==> config.mk <==
export PLATFORM = sky130hd
export DESIGN_NAME = usb2_sfifo_rd_master
export DESIGN_NICKNAME = d
export VERILOG_FILES = /design/src/rtl/usb2_sfifo_pkg.sv /design/src/rtl/usb2_rx_fifo.sv /design/src/rtl/usb2_sfifo_rd_master.sv
export SDC_FILE = /design/constraint.sdc
export NUM_CORES = 1
export LEC_CHECK = 0
export CAP_MARGIN = 20
export CELL_PAD_IN_SITES_DETAIL_PLACEMENT = 1
export CELL_PAD_IN_SITES_GLOBAL_PLACEMENT = 1
export CORE_UTILIZATION = 50
export CTS_BUF_LIST = sky130_fd_sc_hd__clkbuf_8
export DETAILED_ROUTE_END_ITERATION = 10
export GPL_ROUTABILITY_DRIVEN = 0
export HOLD_SLACK_MARGIN = 0.03
export PLACE_DENSITY_LB_ADDON = 0.1
export SLEW_MARGIN = 30
export SYNTH_ARGS = -nofsm -noshare
export SYNTH_HDL_FRONTEND = slang
export SYNTH_SLANG_ARGS = --single-unit
==> constraint.sdc <==
create_clock -name usb_clk -period 6 [get_ports usb_clk]
set_clock_uncertainty 0.1 [all_clocks]
set_input_delay 1.2 -clock usb_clk [delete_from_list [all_inputs] [get_ports usb_clk]]
set_output_delay 1.2 -clock usb_clk [all_outputs]
set_load 0.02 [all_outputs]
==> src/rtl/usb2_sfifo_pkg.sv <==
// Shared state encoding and bus width for the USB2 slave-FIFO read master.
package usb2_sfifo_pkg;

  localparam int BUS_W = 16;

  typedef enum logic [2:0] {
    ST_IDLE  = 3'd0,
    ST_SEL   = 3'd1,
    ST_OE    = 3'd2,
    ST_READ  = 3'd3,
    ST_FLUSH = 3'd4
  } state_e;

endpackage

==> src/rtl/usb2_rx_fifo.sv <==
// Synchronous show-ahead FIFO: the head word is visible on rdata_o whenever
// the FIFO is not empty, and reads as zero when it is empty.
module usb2_rx_fifo #(
  parameter int DEPTH = 8,
  parameter int WIDTH = 16
) (
  input  logic                     usb_clk,
  input  logic                     rst_n,
  input  logic                     push_i,
  input  logic [WIDTH-1:0]         wdata_i,
  input  logic                     pop_i,
  output logic [WIDTH-1:0]         rdata_o,
  output logic                     full_o,
  output logic                     empty_o,
  output logic [$clog2(DEPTH):0]   free_o
);

  localparam int AW = $clog2(DEPTH);
  localparam logic [AW:0] DEPTH_C = (AW+1)'(DEPTH);

  logic [WIDTH-1:0] mem_q [DEPTH];
  logic [AW:0]      wr_ptr_q;
  logic [AW:0]      rd_ptr_q;
  logic [AW:0]      count;
  logic             do_push;
  logic             do_pop;

  // Pointers carry one extra wrap bit so full and empty are distinguishable.
  assign count   = wr_ptr_q - rd_ptr_q;
  assign full_o  = (count == DEPTH_C);
  assign empty_o = (count == '0);
  assign free_o  = DEPTH_C - count;
  assign do_push = push_i && !full_o;
  assign do_pop  = pop_i && !empty_o;
  assign rdata_o = empty_o ? '0 : mem_q[rd_ptr_q[AW-1:0]];

  always_ff @(posedge usb_clk or negedge rst_n) begin
    if (!rst_n) begin
      wr_ptr_q <= '0;
      rd_ptr_q <= '0;
    end else begin
      if (do_push) begin
        wr_ptr_q <= wr_ptr_q + 1'b1;
      end
      if (do_pop) begin
        rd_ptr_q <= rd_ptr_q + 1'b1;
      end
    end
  end

  always_ff @(posedge usb_clk) begin
    if (do_push) begin
      mem_q[wr_ptr_q[AW-1:0]] <= wdata_i;
    end
  end

endmodule

==> src/rtl/usb2_sfifo_rd_master.sv <==
// Reads XFER_WORDS words from a USB2 slave-FIFO endpoint into a stream output.
// Define USB2_SFIFO_RD_XSUM_EN to add the 16-bit running checksum port xsum.
module usb2_sfifo_rd_master
  import usb2_sfifo_pkg::*;
#(
  parameter int         XFER_WORDS = 256,
  parameter int         FIFO_DEPTH = 8,
  parameter logic [1:0] EP_ADDR    = 2'b00
) (
  input  logic             usb_clk,
  input  logic             rst_n,
  input  logic             start,
  output logic             busy,
  output logic             done,
  input  logic             usb_flaga,
  input  logic [BUS_W-1:0] usb_fd_i,
  output logic [1:0]       usb_fifoaddr,
  output logic             usb_slcs,
  output logic             usb_sloe,
  output logic             usb_slrd,
  output logic             usb_slwr,
  output logic [BUS_W-1:0] m_data,
  output logic             m_valid,
  input  logic             m_ready,
  output logic [15:0]      word_cnt
`ifdef USB2_SFIFO_RD_XSUM_EN
  ,
  output logic [15:0]      xsum
`endif
);

  localparam int          AW       = $clog2(FIFO_DEPTH);
  localparam logic [15:0] XFER_C   = 16'(XFER_WORDS);
  localparam logic [AW:0] FREE_MIN = (AW+1)'(2);

  state_e      state_q;
  logic        slcs_q;
  logic        sloe_q;
  logic        slrd_q;
  logic        done_q;
  logic [15:0] word_cnt_q;
  logic [15:0] word_cnt_d;
  logic        push;
  logic        pop;
  logic        rd_ok;
  logic        fifo_full;
  logic        fifo_empty;
  logic [AW:0] fifo_free;

  // A word lands on every edge where the read strobe was low in the prior cycle.
  assign push       = !slrd_q;
  assign pop        = m_valid && m_ready;
  assign word_cnt_d = word_cnt_q + {15'd0, push};

  // Two free slots cover the in-flight word plus the one this decision requests.
  assign rd_ok = usb_flaga && (fifo_free >= FREE_MIN) && (word_cnt_d < XFER_C);

  always_ff @(posedge usb_clk or negedge rst_n) begin
    if (!rst_n) begin
      state_q    <= ST_IDLE;
      slcs_q     <= 1'b1;
      sloe_q     <= 1'b1;
      slrd_q     <= 1'b1;
      done_q     <= 1'b0;
      word_cnt_q <= '0;
    end else begin
      done_q     <= 1'b0;
      word_cnt_q <= word_cnt_d;
      case (state_q)
        ST_IDLE: begin
          if (start) begin
            state_q    <= ST_SEL;
            slcs_q     <= 1'b0;
            word_cnt_q <= '0;
          end
        end
        ST_SEL: begin
          state_q <= ST_OE;
          sloe_q  <= 1'b0;
        end
        ST_OE: begin
          state_q <= ST_READ;
        end
        ST_READ: begin
          slrd_q <= !rd_ok;
          if (word_cnt_d == XFER_C) begin
            state_q <= ST_FLUSH;
            slcs_q  <= 1'b1;
            sloe_q  <= 1'b1;
            slrd_q  <= 1'b1;
          end
        end
        ST_FLUSH: begin
          if (fifo_empty) begin
            done_q  <= 1'b1;
            state_q <= ST_IDLE;
          end
        end
        default: begin
          state_q <= ST_IDLE;
          slcs_q  <= 1'b1;
          sloe_q  <= 1'b1;
          slrd_q  <= 1'b1;
        end
      endcase
    end
  end

  usb2_rx_fifo #(
    .DEPTH (FIFO_DEPTH),
    .WIDTH (BUS_W)
  ) u_rx_fifo (
    .usb_clk (usb_clk),
    .rst_n   (rst_n),
    .push_i  (push),
    .wdata_i (usb_fd_i),
    .pop_i   (pop),
    .rdata_o (m_data),
    .full_o  (fifo_full),
    .empty_o (fifo_empty),
    .free_o  (fifo_free)
  );

`ifdef USB2_SFIFO_RD_XSUM_EN
  logic [15:0] xsum_q;

  always_ff @(posedge usb_clk or negedge rst_n) begin
    if (!rst_n) begin
      xsum_q <= '0;
    end else if ((state_q == ST_IDLE) && start) begin
      xsum_q <= '0;
    end else if (push) begin
      xsum_q <= xsum_q + usb_fd_i;
    end
  end

  assign xsum = xsum_q;
`endif

  assign usb_fifoaddr = EP_ADDR;
  assign usb_slcs     = slcs_q;
  assign usb_sloe     = sloe_q;
  assign usb_slrd     = slrd_q;
  assign usb_slwr     = 1'b1;
  assign m_valid      = !fifo_empty;
  assign busy         = (state_q != ST_IDLE);
  assign done         = done_q;
  assign word_cnt     = word_cnt_q;

  no_overflow_a: assert property (@(posedge usb_clk) disable iff (!rst_n) !(push && fifo_full));

endmodule

==> metrics.md, run 1 <==
| Metric | Value |
|---|---|
| Leak | 2.74 nW |
| Clock Root Buffer | clkbuf_8 |
| Commonest non-fill, non-tap cell in the layout | edfxtp_1 |
| Initial antenna violation count | 0 |
| CTS sink count | 159 |
| Final ANT Viol Nets | 0 |
| Largest net degree at the start of global routing | 36 |
| Most frequent cells in the layout | edfxtp_1 (128), clkdlybuf4s50_1 (58), nand2_1 (45) |
| Critical path arrival | 3.63 ns |
| Hold depth | 1 |
| Post-CTS setup buffer count | 0 |
| Top FF cell, synth | edfxtp_1 |
| GR peak layer | met2 |
| Worst path cell trace | inv_1 > ha_1 > inv_1 > fa_1 > inv_1 > ha_1 > and2_1 > a21boi_2 > buf_4 > a21oi_1 > clkdlybuf4s50_1 |
| Compound-Gate Fraction of Synth Area | 3.75% |
| Detailed Route WL | 14.6 mm |
| Mapped Area | 0.00677 mm^2 |
| R2r worst-path depth | 11 |
| Via-to-Cell Ratio | 5.70 |
| Final hold viol count | 0 |
| Residual DRC count | 0 |
| IO Pins | 62 |
| Yosys warnings | 0 |
| Layout cells sized above 1 | 19.8% |
| Initial Util | 51.1% |
| Hold buffers post-CTS | 0 |
| Post-DP HPWL | 9.14 mm |
| Nets | 524 |
| Synth Area in Adders | 1.96% |
| Antenna Cells | 0 |
| Setup TNS | 0 ns |
| Remaining global-route overflow | 0 |
| Number of global-route vias before repair | 4051 |
| Worst-path clk slew | 0.09 ns |
| Cell count after synthesis | 424 |
| Synth Register Bits | 159 |
| Worst Hold Class | flip-flop to flip-flop |
| Distinct cells, synth | 58 |
| Clock buffer depth | 2 |
| Worst r2r dst | u_rx_fifo.mem_q[6][8] |
| Number of synthesized flops with an enable pin | 128 |
| Worst hold path endpoint | u_rx_fifo.rd_ptr_q[3] |
| Drt pass-1 iters | 4 |
| Die Y | 118 um |
| Simple-gate portion of the synthesized area | 9.56% |
| Worst path required time | 4.70 ns |
| Synth Area per Inst | 16.0 um^2 |
| Placed Area | 0.00761 mm^2 |
| Power Density | 443 mW/mm^2 |
| Met1 GRT Util | 30.2% |
| Maxcap violations | 0 |
| Final Cycle Share | 82.1% |
| Total global routing track utilization | 22.1% |
| Worst vdd ir | 0.223 mV |
| Port Buffers | 58 |
| Most numerous cell on the critical path | inv_1 |
| Combinational family with the most area after synthesis | multiplexers |
| CP max stage delay | 0.63 ns |
| Die Width | 118 um |
| WL per Instance | 21.4 um |
| Relative slew slack | 37.4% |
| DRT iter0 DRCs | 270 |
| Worst reg2reg setup slack | 1.73 ns |
| Area Overhead vs Synth | 18.3% |
| Min-Delay Startpoint | u_rx_fifo.rd_ptr_q[3] |
| Worst Setup End Kind | output port |
| Min Tclk post-route | 4.93 ns |
| CTS tree | yes |
| Num CTS Buffers | 17 |
| Worst path slowest cell | clkdlybuf4s50_1 |
| Final instance area | 0.00801 mm^2 |
| Max Slew Vio Count | 0 |
| Vias | 3885 |
| Sequential fraction of the synthesis area | 68.3% |
| Status | complete, no violations |
| Post_cts resized | 0 |
| Setup crit start kind | flip-flop |
| GRT met3 Usage | 4.10% |
| Slew of the pin with the lowest slew margin | 0.935 ns |
| RSZ-0062 raised after global routing | no |
| Critical path fanouts, max | 22 |
| Max Clock Freq | 0.203 GHz |
| CORE AREA | 0.0132 mm^2 |
| Finished Core Util | 60.5% |
| H-tree depth | 4 |
| First-pass GRT wire length | 22.7 mm |
| Cell row count | 42 |
| # setup viols final | 0 |
| Ys async rst share | 19.5% |
| Post-synthesis mux area share | 11.2% |
| Die area | 0.0140 mm^2 |
| Synth Area in XOR/XNOR | 3.05% |
| Later-pin clock latency in the skew report | 0.45 ns |
| Worst R2R Start | u_rx_fifo.wr_ptr_q[0] |
| Kind of critical path | flip-flop to output port |
| Global Route met2 Usage | 35.9% |
==> stage by stage <==
stage | power, mW | hold slack, ns | setup WS (ns) | cells
6_report | 3.55 | 0.401 | 1.07 | 681
5_1_grt | 3.72 | 0.421 | 0.907 | 681
4_1_cts | 3.59 | 0.404 | 1.02 | 681
3_5_place_dp | 2.79 | 0.386 | 1.57 | 650
3_3_place_gp | 2.75 | 0.391 | 1.71 | 650
2_1_floorplan | 2.26 | 0.362 | 1.53 | 425
==> worst max-delay path by stage <==
stage / startpoint / end / slack (ns)
3_5_place_dp: u_rx_fifo.wr_ptr_q[0] / m_data[15] / 1.57
4_1_cts: u_rx_fifo.wr_ptr_q[0] / m_data[15] / 1.02
2_1_floorplan: u_rx_fifo.rd_ptr_q[1] / u_rx_fifo.mem_q[4][0] / 1.53
3_3_place_gp: u_rx_fifo.wr_ptr_q[0] / m_data[15] / 1.71
6_report: u_rx_fifo.wr_ptr_q[0] / m_data[15] / 1.07
5_1_grt: u_rx_fifo.wr_ptr_q[0] / m_data[15] / 0.91
==> logic make-up (layout without fill, tap and decap cells) <==
family | count (synthesis) | in the layout
AO/OA/AOI/OAI | 41 | 41
multiplexers | 35 | 35
buffers and inverters | 33 | 113
other | 2 | 3
flip-flops | 159 | 159
adder cells (fa/ha/maj) | 10 | 10
AND/OR/NAND/NOR | 122 | 122
XOR/XNOR | 22 | 22
==> registers in the layout, indices dropped and copies added, names as in the netlist <==
name	cells
usb_slcs	1
u_rx_fifo.rd_ptr_q	4
word_cnt	16
usb_slrd	1
done	1
usb_sloe	1
u_rx_fifo.wr_ptr_q	4
state_q	3
u_rx_fifo.mem_q	128
==> power breakdown <==
group | internal [mW] | total, mW | switching (mW)
clock network | 0.375 | 0.788 | 0.414
registers | 1.26 | 1.34 | 0.0826
logic | 0.673 | 1.42 | 0.745
total | 2.31 | 3.55 | 1.24
==> worst max-delay path: cells and delay by family, from the launching register on <==
family	cells	cell delay, ns
compound gates	2	0.35
simple gates	1	0.17
fa+ha+maj	3	0.91
buf+inv	5	1.23
flops	1	0.51
==> routing by layer <==
| layer | up-vias | share of wire (%) |
|---|---|---|
| met3 | 18 | 3.6 |
| met1 | 2020 | 44 |
| met2 | 87 | 51 |
| met4 | 0 | 1.5 |
| met5 | - | 0 |
| li1 | 1760 | - |
==> Yosys cell counts (all sizes together) (3+ instances only) <==
cell	number	area, um^2
edfxtp	128	3840
nand2	45	169
nor4	7	58.8
nor2b	4	25.0
nor2	21	78.8
and3	5	31.3
nand4	4	25.0
dfrtp	28	701
xor2	5	43.8
nor3b	3	22.5
xnor2	16	140
dfstp	3	78.8
inv	10	37.5
mux4	32	721
a21oi	22	110
ha	9	113
nor3	8	45.0
mux2	3	33.8
buf	11	57.6
o21ai	3	15.0
nand3	9	72.6
clkbuf	11	41.3
==> layout make-up <==
cell class	instances	area (um^2)
inverters	11	41.3
clock buffers	17	234
flip-flops and latches	159	4620
fillers	1246	5240
repair buffers	71	678
multi-input cells	233	2050
clock inverters	14	160
well taps	176	220
Power figures use the tool's default switching activity.
==> run 2: changes to the inputs <==
--- a/config.mk
+++ b/config.mk
@@ -8,7 +8,7 @@
 export CAP_MARGIN = 20
 export CELL_PAD_IN_SITES_DETAIL_PLACEMENT = 1
 export CELL_PAD_IN_SITES_GLOBAL_PLACEMENT = 1
-export CORE_UTILIZATION = 50
+export CORE_UTILIZATION = 45
 export CTS_BUF_LIST = sky130_fd_sc_hd__clkbuf_8
 export DETAILED_ROUTE_END_ITERATION = 10
 export GPL_ROUTABILITY_DRIVEN = 0
==> constraint.sdc (replaced) <==
create_clock -name usb_clk -period 4.1 [get_ports usb_clk]
set_clock_uncertainty 0.1 [all_clocks]
set_input_delay 0.82 -clock usb_clk [delete_from_list [all_inputs] [get_ports usb_clk]]
set_output_delay 0.82 -clock usb_clk [all_outputs]
set_load 0.02 [all_outputs]
==> metrics.md, run 2 (synthesis results as in run 1) <==
| Metric | Value |
|---|---|
| Status | complete, no violations |
| Worst r2r dst | u_rx_fifo.mem_q[6][0] |
| Worst path required time | 3.18 ns |
| Pre-CTS WS | 0.303 ns |
| Worst vdd ir | 0.343 mV |
| R2r worst-path depth | 12 |
| Most frequent cells in the layout | edfxtp_1 (128), nand2_1 (45), clkdlybuf4s50_1 (41) |
| Port Buffers | 58 |
| Vias | 3881 |
| CP max stage delay | 0.50 ns |
| Delay-heaviest family, CP | adder cells |
| Max Clock Freq | 0.257 GHz |
| Nets | 531 |
| RSZ-0062 raised after global routing | no |
| Worst path slowest cell | fa_1 |
| Setup ws final | 0.207 ns |
| Final Cycle Share | 95.0% |
| Post_cts resized | 17 |
| Worst hold path endpoint | u_rx_fifo.rd_ptr_q[3] |
| # setup viols final | 0 |
| Via-to-Cell Ratio | 5.57 |
| Finished Core Util | 55.2% |
| IO Pins | 62 |
| DRT iter0 DRCs | 224 |
| Total global routing track utilization | 21.4% |
| Crit path buf inv count | 5 |
| Detailed Route WL | 15.2 mm |
| Worst path cell trace | inv_1 > ha_1 > inv_1 > fa_1 > inv_1 > ha_1 > and2_1 > a21boi_2 > buf_12 > a21oi_1 > clkdlybuf4s15_1 |
| CTS tree | yes |
| Filler cells | 1374 |
| Worst Setup End Kind | output port |
| Max Slew Vio Count | 0 |
| Worst R2R Start | u_rx_fifo.wr_ptr_q[0] |
| WL per Instance | 21.9 um |
| Critical path fanouts, max | 22 |
| Die Width | 125 um |
| H-tree depth | 4 |
| Min Tclk post-route | 3.89 ns |
| CORE AREA | 0.0146 mm^2 |
| Tot Pwr | 5.11 mW |
| Post-CTS setup buffer count | 0 |
| WHS | 0.398 ns |
| Antenna Cells | 0 |
| Clock buffer depth | 2 |
| Initial Util | 46.4% |
| Commonest non-fill, non-tap cell in the layout | edfxtp_1 |
| Cell row count | 44 |
| Hold buffers post-CTS | 0 |
| Slew of the pin with the lowest slew margin | 0.708 ns |
| Relative slew slack | 52.8% |
| Remaining global-route overflow | 0 |
| Worst Hold Class | flip-flop to flip-flop |
| Number of global-route vias before repair | 4179 |
| Die area | 0.0155 mm^2 |
| Die Y | 125 um |
| Most numerous cell on the critical path | inv_1 |
| Setup crit start kind | flip-flop |
| Layout cells sized above 1 | 23.8% |
| Initial antenna violation count | 0 |
| Clock Root Buffer | clkbuf_8 |
| Post-DP HPWL | 9.81 mm |
| Final ANT Viol Nets | 0 |
| Drt pass-1 iters | 4 |
| Maxcap violations | 0 |
| Area Overhead vs Synth | 19.0% |
| Worst reg2reg setup slack | 0.70 ns |
| CTS sink count | 159 |
| Min-Delay Startpoint | u_rx_fifo.rd_ptr_q[3] |
| Hold depth | 1 |
| Final hold viol count | 0 |
| Power Density | 635 mW/mm^2 |
| Num CTS Buffers | 17 |
| Leak | 2.81 nW |
| Max FFs per register | 128 |
| Critical path arrival | 2.97 ns |
| Residual DRC count | 0 |
| Largest net degree at the start of global routing | 36 |
| First-pass GRT wire length | 24.5 mm |
| Later-pin clock latency in the skew report | 0.45 ns |
| Kind of critical path | flip-flop to output port |
| Worst-path clk slew | 0.08 ns |
## run 2: changes by cell type in the layout (fill, tap and decap cells not counted), sizes merged
| cell | before | now |
|---|---|---|
| clkdlybuf4s15 | 0 | 2 |
| dlygate4sd2 | 0 | 1 |
| buf | 13 | 20 |
| clkbuf | 17 | 31 |
| inv | 14 | 16 |
| clkinvlp | 3 | 1 |
| clkinv | 6 | 7 |
| clkdlybuf4s50 | 58 | 41 |
## run 2: worst max-delay path by stage
| stage | from | endpoint | depth (start not counted) |
|---|---|---|---|
| final | u_rx_fifo.wr_ptr_q[0] | m_data[13] | 11 |
| after floorplan | u_rx_fifo.rd_ptr_q[1] | u_rx_fifo.mem_q[0][0] | 10 |
| after global placement | u_rx_fifo.wr_ptr_q[0] | m_data[2] | 11 |
| after detailed placement | u_rx_fifo.wr_ptr_q[0] | m_data[2] | 11 |
| after CTS | u_rx_fifo.wr_ptr_q[0] | m_data[2] | 11 |
| after global routing | u_rx_fifo.wr_ptr_q[0] | m_data[13] | 11 |
## run 2: final cells by class
| cell class | instances | area [um^2] | share of cell area [%] |
|---|---|---|---|
| clock inverters | 15 | 176 | 2.19 |
| clock buffers | 17 | 234 | 2.91 |
| inverters | 11 | 41.3 | 0.513 |
| multi-input cells | 233 | 2060 | 25.6 |
| well taps | 184 | 230 | 2.86 |
| flip-flops and latches | 159 | 4620 | 57.5 |
| repair buffers | 78 | 684 | 8.50 |
## run 2: where the power goes
| group | switching [mW] | leakage, nW | internal [mW] |
|---|---|---|---|
| clock | 0.631 | 0.207 | 0.562 |
| sequential | 0.111 | 1.53 | 1.84 |
| combinational | 1.10 | 1.07 | 0.862 |
## run 2: routing by layer
| metal | up-vias | GRT usage, % | part of all wire (%) |
|---|---|---|---|
| li1 | 1770 | - | - |
| met4 | 0 | 6.09 | 1.1 |
| met2 | 75 | 34.3 | 50 |
| met1 | 2021 | 29.3 | 45 |
| met3 | 15 | 5.11 | 4.3 |
| met5 | - | 0 | 0 |
## run 2: through the flow
stage | std cells | cell area (um^2) | TNS (ns)
6_report | 697 | 8050 | 0
5_1_grt | 697 | 8050 | 0
4_1_cts | 697 | 8100 | 0
3_5_place_dp | 665 | 7710 | 0
3_3_place_gp | 665 | 7710 | 0
2_1_floorplan | 425 | 6790 | -6.30
